$ cat config.mk
export PLATFORM = sky130hd
export DESIGN_NAME = seg_scan_decoder
export DESIGN_NICKNAME = d
export VERILOG_FILES = /design/src/rtl/seg_scan_decoder.sv
export SDC_FILE = /design/constraint.sdc
export NUM_CORES = 1
export LEC_CHECK = 0
export ABC_AREA = 0
export CAP_MARGIN = 15
export CORE_ASPECT_RATIO = 0.7
export CORE_UTILIZATION = 43
export CTS_BUF_LIST = sky130_fd_sc_hd__clkbuf_8
export DETAILED_ROUTE_END_ITERATION = 8
export GPL_TIMING_DRIVEN = 0
export PLACE_DENSITY = 0.63
export SYNTH_ARGS = -nofsm -noshare
export SYNTH_HDL_FRONTEND = slang
export SYNTH_SLANG_ARGS = --single-unit
$ cat constraint.sdc
create_clock -name CLK -period 4.9 [get_ports CLK]
set_clock_uncertainty 0.15 [all_clocks]
set_input_delay 1.225 -clock CLK [delete_from_list [all_inputs] [get_ports CLK]]
set_output_delay 1.225 -clock CLK [all_outputs]
set_load 0.01 [all_outputs]
$ cat src/rtl/seg_scan_decoder.sv
// Recovers capacity/location frames from a multiplexed 7-segment display scan.
// Optional macro SEG_CONFIRM_EN: commit a frame only after two identical accepted frames.
module seg_scan_decoder #(
    parameter int SETTLE_CYCLES  = 4,
    parameter int TIMEOUT_CYCLES = 1048576
) (
    input  logic       CLK,
    input  logic       RST,
    input  logic [4:0] selector,
    input  logic [7:0] segments_L,
    output logic [2:0] capacity,
    output logic [1:0] location,
    output logic       full_flag,
    output logic       frame_valid,
    output logic       decode_err,
    output logic       link_up
);

    localparam logic [4:0] SEL_S0 = 5'b01000;
    localparam logic [4:0] SEL_S1 = 5'b00100;
    localparam logic [4:0] SEL_S2 = 5'b00010;
    localparam logic [4:0] SEL_S3 = 5'b00001;

    localparam logic [3:0] CODE_U   = 4'd5;
    localparam logic [3:0] CODE_L   = 4'd6;
    localparam logic [3:0] CODE_F   = 4'd7;
    localparam logic [3:0] CODE_BAD = 4'd15;

    localparam logic [7:0]    SETTLE_N  = 8'(SETTLE_CYCLES);
    localparam int            TW        = $clog2(TIMEOUT_CYCLES + 1);
    localparam logic [TW-1:0] IDLE_MAX  = TW'(TIMEOUT_CYCLES);
    localparam logic [TW-1:0] IDLE_LAST = TW'(TIMEOUT_CYCLES - 1);
    localparam logic [TW-1:0] IDLE_ONE  = TW'(1);

    typedef enum logic [1:0] {
        ST_HUNT    = 2'd0,
        ST_COLLECT = 2'd1,
        ST_CHECK   = 2'd2
    } state_t;

    function automatic logic [3:0] glyph_code(input logic [7:0] g);
        case (g)
            8'h3F:   glyph_code = 4'd0;
            8'h06:   glyph_code = 4'd1;
            8'h5B:   glyph_code = 4'd2;
            8'h4F:   glyph_code = 4'd3;
            8'h66:   glyph_code = 4'd4;
            8'h3E:   glyph_code = CODE_U;
            8'h38:   glyph_code = CODE_L;
            8'h71:   glyph_code = CODE_F;
            default: glyph_code = CODE_BAD;
        endcase
    endfunction

    function automatic logic [4:0] sel_next(input logic [4:0] s);
        case (s)
            SEL_S0:  sel_next = SEL_S1;
            SEL_S1:  sel_next = SEL_S2;
            SEL_S2:  sel_next = SEL_S3;
            SEL_S3:  sel_next = SEL_S0;
            default: sel_next = 5'b00000;
        endcase
    endfunction

    // The glyph sampled at a selector belongs to the slot of the previous digit.
    function automatic logic [4:0] slot_sel(input logic [1:0] idx);
        case (idx)
            2'd0:    slot_sel = SEL_S1;
            2'd1:    slot_sel = SEL_S2;
            2'd2:    slot_sel = SEL_S3;
            2'd3:    slot_sel = SEL_S0;
            default: slot_sel = SEL_S1;
        endcase
    endfunction

    logic [4:0]      r_sel;
    logic [4:0]      r_sel_prev;
    logic [7:0]      r_seg;
    logic [4:0]      r_prev_legal;
    logic            r_prev_valid;
    logic            r_sel_ok;
    logic [7:0]      r_settle;
    logic            r_sampled;
    logic [TW-1:0]   r_idle;
    state_t          r_state;
    logic [1:0]      r_idx;
    logic [3:0][3:0] r_slots;

    logic            w_change;
    logic            w_legal;
    logic            w_in_seq;
    logic            w_sel_bad;
    logic            w_sample;
    logic            w_timeout;
    logic            w_force_hunt;
    logic [3:0]      w_code;
    logic            w_check;
    logic            w_normal;
    logic            w_full;
    logic            w_accept;
    logic            w_reject;
    logic            w_commit;
    state_t          w_state_nxt;
    logic            w_store_en;
    logic [1:0]      w_store_idx;

    assign w_change     = (r_sel != r_sel_prev);
    assign w_legal      = (r_sel == SEL_S0) || (r_sel == SEL_S1) ||
                          (r_sel == SEL_S2) || (r_sel == SEL_S3);
    assign w_in_seq     = !r_prev_valid || (r_sel == sel_next(r_prev_legal));
    assign w_sel_bad    = w_change && !(w_legal && w_in_seq);
    assign w_sample     = !w_change && r_sel_ok && !r_sampled && (r_settle == SETTLE_N);
    assign w_timeout    = !w_change && (r_idle == IDLE_LAST);
    assign w_force_hunt = w_sel_bad || w_timeout;
    assign w_code       = glyph_code(r_seg);

    assign w_check  = (r_state == ST_CHECK);
    assign w_normal = (r_slots[0] <= 4'd4) && (r_slots[1] == 4'd0) &&
                      (r_slots[2] <= 4'd3) && (r_slots[3] == 4'd0);
    assign w_full   = (r_slots[0] == CODE_U) && (r_slots[1] == CODE_L) &&
                      (r_slots[2] == CODE_L) && (r_slots[3] == CODE_F);
    assign w_accept = w_check && (w_normal || w_full);
    assign w_reject = w_check && !(w_normal || w_full);

    // Input capture, change history and selector sequence tracking.
    always_ff @(posedge CLK) begin
        if (RST) begin
            r_sel        <= 5'b00000;
            r_sel_prev   <= 5'b00000;
            r_seg        <= 8'h00;
            r_prev_legal <= 5'b00000;
            r_prev_valid <= 1'b0;
            r_sel_ok     <= 1'b0;
        end else begin
            r_sel      <= selector;
            r_seg      <= segments_L;
            r_sel_prev <= r_sel;
            if (w_change) begin
                r_prev_legal <= w_legal ? r_sel : 5'b00000;
                r_prev_valid <= w_legal;
                r_sel_ok     <= w_legal && w_in_seq;
            end else if (w_timeout) begin
                r_prev_valid <= 1'b0;
            end
        end
    end

    // Settle counter, idle watchdog and link status.
    always_ff @(posedge CLK) begin
        if (RST) begin
            r_settle  <= 8'd0;
            r_sampled <= 1'b1;
            r_idle    <= {TW{1'b0}};
            link_up   <= 1'b0;
        end else if (w_change) begin
            r_settle  <= 8'd1;
            r_sampled <= 1'b0;
            r_idle    <= {TW{1'b0}};
            link_up   <= 1'b1;
        end else begin
            if (w_sample) begin
                r_sampled <= 1'b1;
            end else if (!r_sampled && (r_settle != SETTLE_N)) begin
                r_settle <= r_settle + 8'd1;
            end
            if (r_idle != IDLE_MAX) begin
                r_idle <= r_idle + IDLE_ONE;
            end
            if (w_timeout) begin
                link_up <= 1'b0;
            end
        end
    end

    // Frame FSM state and slot buffer storage.
    always_ff @(posedge CLK) begin
        if (RST) begin
            r_state <= ST_HUNT;
            r_idx   <= 2'd0;
            r_slots <= 16'h0000;
        end else begin
            r_state <= w_state_nxt;
            if (w_store_en) begin
                r_slots[w_store_idx] <= w_code;
                r_idx                <= w_store_idx + 2'd1;
            end
        end
    end

    // Frame FSM next state; CHECK behaves like HUNT so a coincident slot 0 sample is kept.
    always_comb begin
        w_state_nxt = r_state;
        w_store_en  = 1'b0;
        w_store_idx = 2'd0;
        if (w_force_hunt) begin
            w_state_nxt = ST_HUNT;
        end else begin
            case (r_state)
                ST_HUNT, ST_CHECK: begin
                    if (w_sample && (r_sel == SEL_S1)) begin
                        w_store_en  = 1'b1;
                        w_store_idx = 2'd0;
                        w_state_nxt = ST_COLLECT;
                    end else begin
                        w_state_nxt = ST_HUNT;
                    end
                end
                ST_COLLECT: begin
                    if (w_sample) begin
                        if (r_sel == slot_sel(r_idx)) begin
                            w_store_en  = 1'b1;
                            w_store_idx = r_idx;
                            if (r_idx == 2'd3) begin
                                w_state_nxt = ST_CHECK;
                            end else begin
                                w_state_nxt = ST_COLLECT;
                            end
                        end else begin
                            w_state_nxt = ST_HUNT;
                        end
                    end else begin
                        w_state_nxt = ST_COLLECT;
                    end
                end
                default: begin
                    w_state_nxt = ST_HUNT;
                end
            endcase
        end
    end

`ifdef SEG_CONFIRM_EN
    logic [3:0][3:0] r_prime;
    logic            r_prime_valid;

    assign w_commit = w_accept && r_prime_valid && (r_prime == r_slots);

    // Remembers the last accepted frame; a timeout forgets it.
    always_ff @(posedge CLK) begin
        if (RST) begin
            r_prime       <= 16'h0000;
            r_prime_valid <= 1'b0;
        end else if (w_timeout) begin
            r_prime_valid <= 1'b0;
        end else if (w_accept) begin
            r_prime       <= r_slots;
            r_prime_valid <= 1'b1;
        end
    end
`else
    assign w_commit = w_accept;
`endif

    // Committed outputs and status pulses.
    always_ff @(posedge CLK) begin
        if (RST) begin
            capacity    <= 3'd0;
            location    <= 2'd0;
            full_flag   <= 1'b0;
            frame_valid <= 1'b0;
            decode_err  <= 1'b0;
        end else begin
            frame_valid <= w_commit;
            decode_err  <= w_sel_bad || w_reject;
            if (w_commit) begin
                if (w_full) begin
                    full_flag <= 1'b1;
                end else begin
                    capacity  <= r_slots[0][2:0];
                    location  <= r_slots[2][1:0];
                    full_flag <= 1'b0;
                end
            end
        end
    end

endmodule

==> results of run 1 <==
[final cells by class]
class	count	share of cell area (%)
repair buffers	23	5.09
multi-input cells	320	46.8
plain buffers	20	1.83
flip-flops and latches	84	37.2
inverters	11	0.914
clock buffers	10	3.05
well taps	120	3.32
clock inverters	6	1.74
[metal layers]
metal,wire length [µm],GRT usage (%),up-vias
met5,0,0,-
met4,59,5.00,0
met3,414,6.49,7
met2,3210,26.1,56
met1,4530,28.5,1403
li1,-,-,1586
[worst max-delay path, stage by stage, from the launching register on]
cell and delay (ns):
dfxtp_1 0.35, inv_1 0.08, ha_1 0.14, nor4b_2 0.32, nand4_1 0.21, nor4_4 0.49, and3_4 0.29, nand2_1 0.07
inv_1 0.07, ha_1 0.15, o2111ai_1 0.32, nand3b_1 0.20, o21ai_0 0.11
[state kept, by name, indices dropped and copies added (netlist names)]
| signal | flops |
|---|---|
| r_sel | 5 |
| link_up | 1 |
| r_seg | 8 |
| r_prev_valid | 1 |
| r_idx | 2 |
| r_slots | 16 |
| r_sel_prev | 5 |
| full_flag | 1 |
| r_prev_legal | 5 |
| r_settle | 8 |
| decode_err | 1 |
| r_sampled | 1 |
| capacity | 3 |
| r_idle | 21 |
| location | 2 |
| frame_valid | 1 |
| r_sel_ok | 1 |
| r_state | 2 |
[synth_stat cells (3+ instances only)]
master and instances:
dfxtp_1 84, nor2_1 61, nor2b_1 22, nand2_1 20, o21ai_0 18, xnor2_1 18, xor2_1 17, clkbuf_1 14
mux2i_1 13, nand3b_1 13, nand2b_1 12, inv_1 11, nor3_1 11, nand3_1 10, nor4_1 10, a21oi_1 8
nand4_1 8, a22oi_1 6, ha_1 6, and3_1 5, buf_2 5, nor4b_1 4, nor4bb_1 4, a21o_1 3
a31oi_1 3, nand4b_1 3, or2_2 3
[worst paths after layout]
check | start | to | depth (start not counted)
worst max-delay path | r_settle[0] | r_slots[9] | 12
worst min-delay path | r_prev_legal[4] | r_prev_legal[4] | 2
worst max register to register | r_settle[0] | r_slots[9] | 12
worst min register to register | r_prev_legal[4] | r_prev_legal[4] | 2
[logic make-up (layout without fill, tap and decap cells)]
family / after synthesis / after routing / synth area share [%]
flops: 84 / 84 / 42.9
simple gates: 210 / 210 / 31.5
buf+inv: 31 / 70 / 3.16
fa+ha+maj: 6 / 6 / 1.91
mux: 15 / 15 / 3.99
xor+xnor: 35 / 35 / 7.81
compound gates: 54 / 54 / 8.77
[metrics by stage]
stage	instance area [µm²]	instances	utilization [%]	total power [mW]
after floorplan	3920	435	-	0.788
after detailed placement	4300	578	49.7	0.823
after CTS	4520	594	52.2	1.36
final	4520	594	52.2	1.34
after global routing	4520	594	52.2	1.40
after global placement	4300	578	49.7	0.822
[power groups by stage]
stage	registers, mW	clock network (mW)	logic [mW]
after floorplan	0.720	0	0.0681
after global placement	0.722	0	0.100
after global routing	0.708	0.582	0.114
after CTS	0.706	0.555	0.102
final	0.706	0.534	0.103
after detailed placement	0.722	0	0.101
==> flow_metrics.py, run 1 <==
metrics = {
    "synth": {
        "synth_area_leader_cell": "dfxtp_1",
        "avgSynthCellArea_um2": 9.02,
        "synth_top_area_share_pct": 42.9,
        "seq_area_frac_synth_pct": 42.9,
        "synth_area_um2": 3920,
        "synth_area_leaders": "dfxtp_1 (43%), nor2_1 (5.8%), xnor2_1 (4.0%)",
        "synth-main-ff-cell": "dfxtp_1",
        "syn_nets": 456,
        "yosys_warnings": 0,
        "synth_edf_count": 0,
        "ys_async_sr_fraction_pct": 0,
        "netlist_instances": 435,
        "ys_ff_latch": 84,
        "yosys.cell_types.count": 62,
    },
    "grt": {
        "grt.overflow.total": 0,
        "grt_pass1_vias": 2811,
        "grt_antenna_before_repair": 0,
        "grt_max_degree": 14,
        "grt_first_pass_wirelength_um": 13800,
        "grt_use_total_pct": 19.3,
    },
    "final_layout": {
        "area_growth_pct": 15.2,
        "drive_gt1_share_pct": 8.23,
        "final_common_cell": "dfxtp_1",
        "mostFrequentLayoutCells": "dfxtp_1 (84), nor2_1 (61), clkdlybuf4s50_1 (23), nor2b_1 (22), nand2_1 (20)",
        "multiInputGateArea_um2": 2120,
        "fillers": 822,
        "num_antenna_cells": 0,
        "register_area_um2": 1680,
        "nNetsFinal": 490,
    },
    "timing": {
        "tightest_slew_ns": 0.834,
        "max_freq_ghz": 0.323,
        "drv_slew": 0,
        "fin_crit_sh_pct": 63.2,
        "setup_viol": 0,
        "holdWs_ns": 0.311,
        "fin_crit_ns": 3.09,
        "timing_hold_violations_final": 0,
        "setup_ws_ns": 1.81,
        "rsz0062_at_grt": "false",
        "slew_headroom_pct": 43.9,
        "fin_setup_tns_ns": 0,
    },
    "clocking": {
        "path_clk_slew_ns": 0.08,
        "ctsLongestPathBuffers": 2,
        "insertion_delay_ns": 0.36,
        "cts_tree": "built",
        "numCtsBuffers": 9,
        "clockRootBuffer": "clkbuf_8",
        "post_cts_buffers": 0,
        "cts_hold_buf": 0,
        "cts_max_level": 3,
        "cts_resized": 0,
        "cts.sink_count": 84,
    },
    "detailed_routing": {
        "detailroute.via_count": 3052,
        "wl_per_cell_um": 13.8,
        "firstDrtPassIters": 5,
        "route.antenna.remaining_nets": 0,
        "drt_wl_total_um": 8210,
        "drc": 0,
        "vias_per_cell": 5.14,
        "drt_iter0_markers": 252,
    },
    "floorplan": {
        "dieWidth_um": 116,
        "num_rows": 28,
        "dieArea_um2": 9510,
        "io_pins": 24,
        "core_um2": 8650,
        "start_util_pct": 45.3,
        "die_h_um": 81.9,
    },
    "power_and_ir_drop": {
        "vdd_drop_max_uv": 138,
        "p_leak_nw": 1.57,
        "power_density_nw_per_um2": 297,
        "combPwrFrac_pct": 7.6,
        "power_frac_clock_pct": 39.8,
        "swShare_pct": 22.6,
        "power.switching_uw": 304,
        "intPower_mw": 1.04,
        "p_seq_share_pct": 52.6,
    },
    "place": {
        "portBuffers": 23,
        "gp_congestion": 0.796,
        "pre_cts_slack_ns": 1.77,
        "dp_hpwl_um": 5780,
    },
    "setup_path": {
        "start_kind": "register",
        "crit_path_end_kind": "register",
        "crit_required_ns": 4.96,
        "critPathMaxFanout": 9,
        "critPathArrivalTime_ns": 3.16,
        "crit_type": "reg2reg",
        "rrSetupSlack_ns": 1.81,
    },
    "job": {
        "drv.max_cap_violation_count": 0,
    },
    "worst_hold_path": {
        "hp-class": "reg2reg",
    },
    "status": {
        "status": "finished clean",
    },
}
(Power assumes the default switching activity.)
==> inputs of run 2 (changes only) <==
==> constraint.sdc (replaced) <==
create_clock -name CLK -period 3 [get_ports CLK]
set_clock_uncertainty 0.15 [all_clocks]
set_input_delay 0.75 -clock CLK [delete_from_list [all_inputs] [get_ports CLK]]
set_output_delay 0.75 -clock CLK [all_outputs]
set_load 0.01 [all_outputs]
==> flow_metrics.py, run 2 (synthesis gave the netlist of run 1 again) <==
metrics = {
    "setup_path": {
        "crit_required_ns": 3.08,
        "start_kind": "register",
        "critPathMaxFanout": 8,
        "critPathArrivalTime_ns": 2.88,
        "crit_type": "reg2reg",
        "reg2regPathDepth": 10,
        "crit_path_end_kind": "register",
    },
    "final_layout": {
        "fin_util_pct": 52.6,
        "reg_top3": "r_idle x21, r_slots x16",
        "final_common_cell": "dfxtp_1",
        "drive_gt1_share_pct": 9.47,
        "top_register": "r_idle",
        "nNetsFinal": 491,
        "area_growth_pct": 16.1,
        "mostFrequentLayoutCells": "dfxtp_1 (83), nor2_1 (61), clkdlybuf4s50_1 (23), nor2b_1 (22), nand2_1 (20)",
        "largest_reg_flops": 21,
        "num_antenna_cells": 0,
    },
    "timing": {
        "max_freq_ghz": 0.356,
        "fin_crit_sh_pct": 93.5,
        "rsz0062_at_grt": "false",
        "fin_crit_ns": 2.81,
        "slew_headroom_pct": 27.8,
        "tightest_slew_ns": 1.07,
        "drv_slew": 0,
        "timing_hold_violations_final": 0,
        "setup_viol": 0,
        "fin_setup_tns_ns": 0,
    },
    "worst_hold_path": {
        "hold_path_depth": 2,
        "hp-class": "reg2reg",
    },
    "detailed_routing": {
        "vias_per_cell": 5.19,
        "detailroute.via_count": 3089,
        "firstDrtPassIters": 5,
        "route.antenna.remaining_nets": 0,
        "drt_wl_total_um": 8280,
        "drc": 0,
        "wl_per_cell_um": 13.9,
        "drt_iter0_markers": 245,
    },
    "floorplan": {
        "num_rows": 28,
        "die_h_um": 81.9,
        "dieArea_um2": 9510,
        "start_util_pct": 45.3,
        "core_um2": 8650,
        "io_pins": 24,
        "dieWidth_um": 116,
    },
    "status": {
        "status": "finished clean",
    },
    "grt": {
        "grt_first_pass_wirelength_um": 13900,
        "grt_antenna_before_repair": 0,
        "grt_max_degree": 14,
        "grt_pass1_vias": 2821,
        "grt.overflow.total": 0,
        "grt_use_total_pct": 19.5,
    },
    "place": {
        "dp_hpwl_um": 5780,
        "portBuffers": 23,
        "gp_congestion": 0.796,
    },
    "job": {
        "drv.max_cap_violation_count": 0,
    },
    "clocking": {
        "ctsLongestPathBuffers": 2,
        "cts.sink_count": 84,
        "insertion_delay_ns": 0.36,
        "path_clk_slew_ns": 0.08,
        "clockRootBuffer": "clkbuf_8",
        "cts_tree": "built",
        "numCtsBuffers": 9,
        "cts_max_level": 3,
    },
    "power_and_ir_drop": {
        "p_leak_nw": 1.58,
        "vdd_drop_max_uv": 225,
        "power_density_nw_per_um2": 481,
        "total_power_mw": 2.19,
    },
}
-- run 2: final timing paths --
kind              slack [ns]       startpoint              end
setup / recovery        0.19        r_idle[2]       r_slots[9]
hold / removal          0.31  r_prev_legal[4]  r_prev_legal[4]
setup reg to reg        0.19        r_idle[2]       r_slots[9]
hold reg to reg         0.31  r_prev_legal[4]  r_prev_legal[4]
-- run 2: cell type report --
| cell class | instances | area, µm² |
|---|---|---|
| clock inverter | 6 | 78.8 |
| fill | 822 | 4100 |
| clock buffer | 10 | 138 |
| sequential | 84 | 1680 |
| buffer | 20 | 82.6 |
| inverter | 11 | 41.3 |
| tap | 120 | 150 |
| multi-input combinational | 320 | 2140 |
| timing repair buffer | 24 | 238 |
-- run 2: stage by stage --
step                instance area [µm²]  cells  setup slack (ns)  hold WS (ns)
CTS                                4530    595            0.0149         0.321
global placement                   4300    578           -0.0175         0.290
finish                             4560    595             0.195         0.311
global route                       4560    595           0.00930         0.335
floorplan                          3920    435             0.408         0.271
detailed placement                 4300    578           -0.0443         0.310
-- run 2: report_power, final --
part	switching [mW]	internal, mW	total, mW	leakage [nW]
clock network	0.385	0.484	0.869	0.117
logic	0.0923	0.0761	0.168	0.776
registers	0.0172	1.14	1.15	0.683
-- run 2: worst max-delay path: stages (launching register included) --
cell and delay (ns):
dfxtp_1 0.43, and4_4 0.29, nand4_4 0.15, or4_4 0.59, and3_4 0.20, and2_2 0.19
inv_1 0.05, ha_1 0.18, o2111ai_4 0.19, nand3b_1 0.15, o21ai_0 0.10
-- run 2: repair_timing --
action | 4_1_cts | 5_1_grt
setup buffers | 1 | 0
pin swaps | 1 | 0
endpoints found under the setup margin | 8 | 8
hold buffers | 0 | 0
gates resized for setup | 0 | 6
hold endpoints to repair | 0 | 0
-- run 2: layer usage --
metal | up-vias | track usage, % | routed length (µm)
met5 | - | 0 | 0
met4 | 0 | 5.00 | 54
met3 | 5 | 6.49 | 463
met2 | 62 | 26.4 | 3300
met1 | 1431 | 28.8 | 4460
li1 | 1591 | - | -
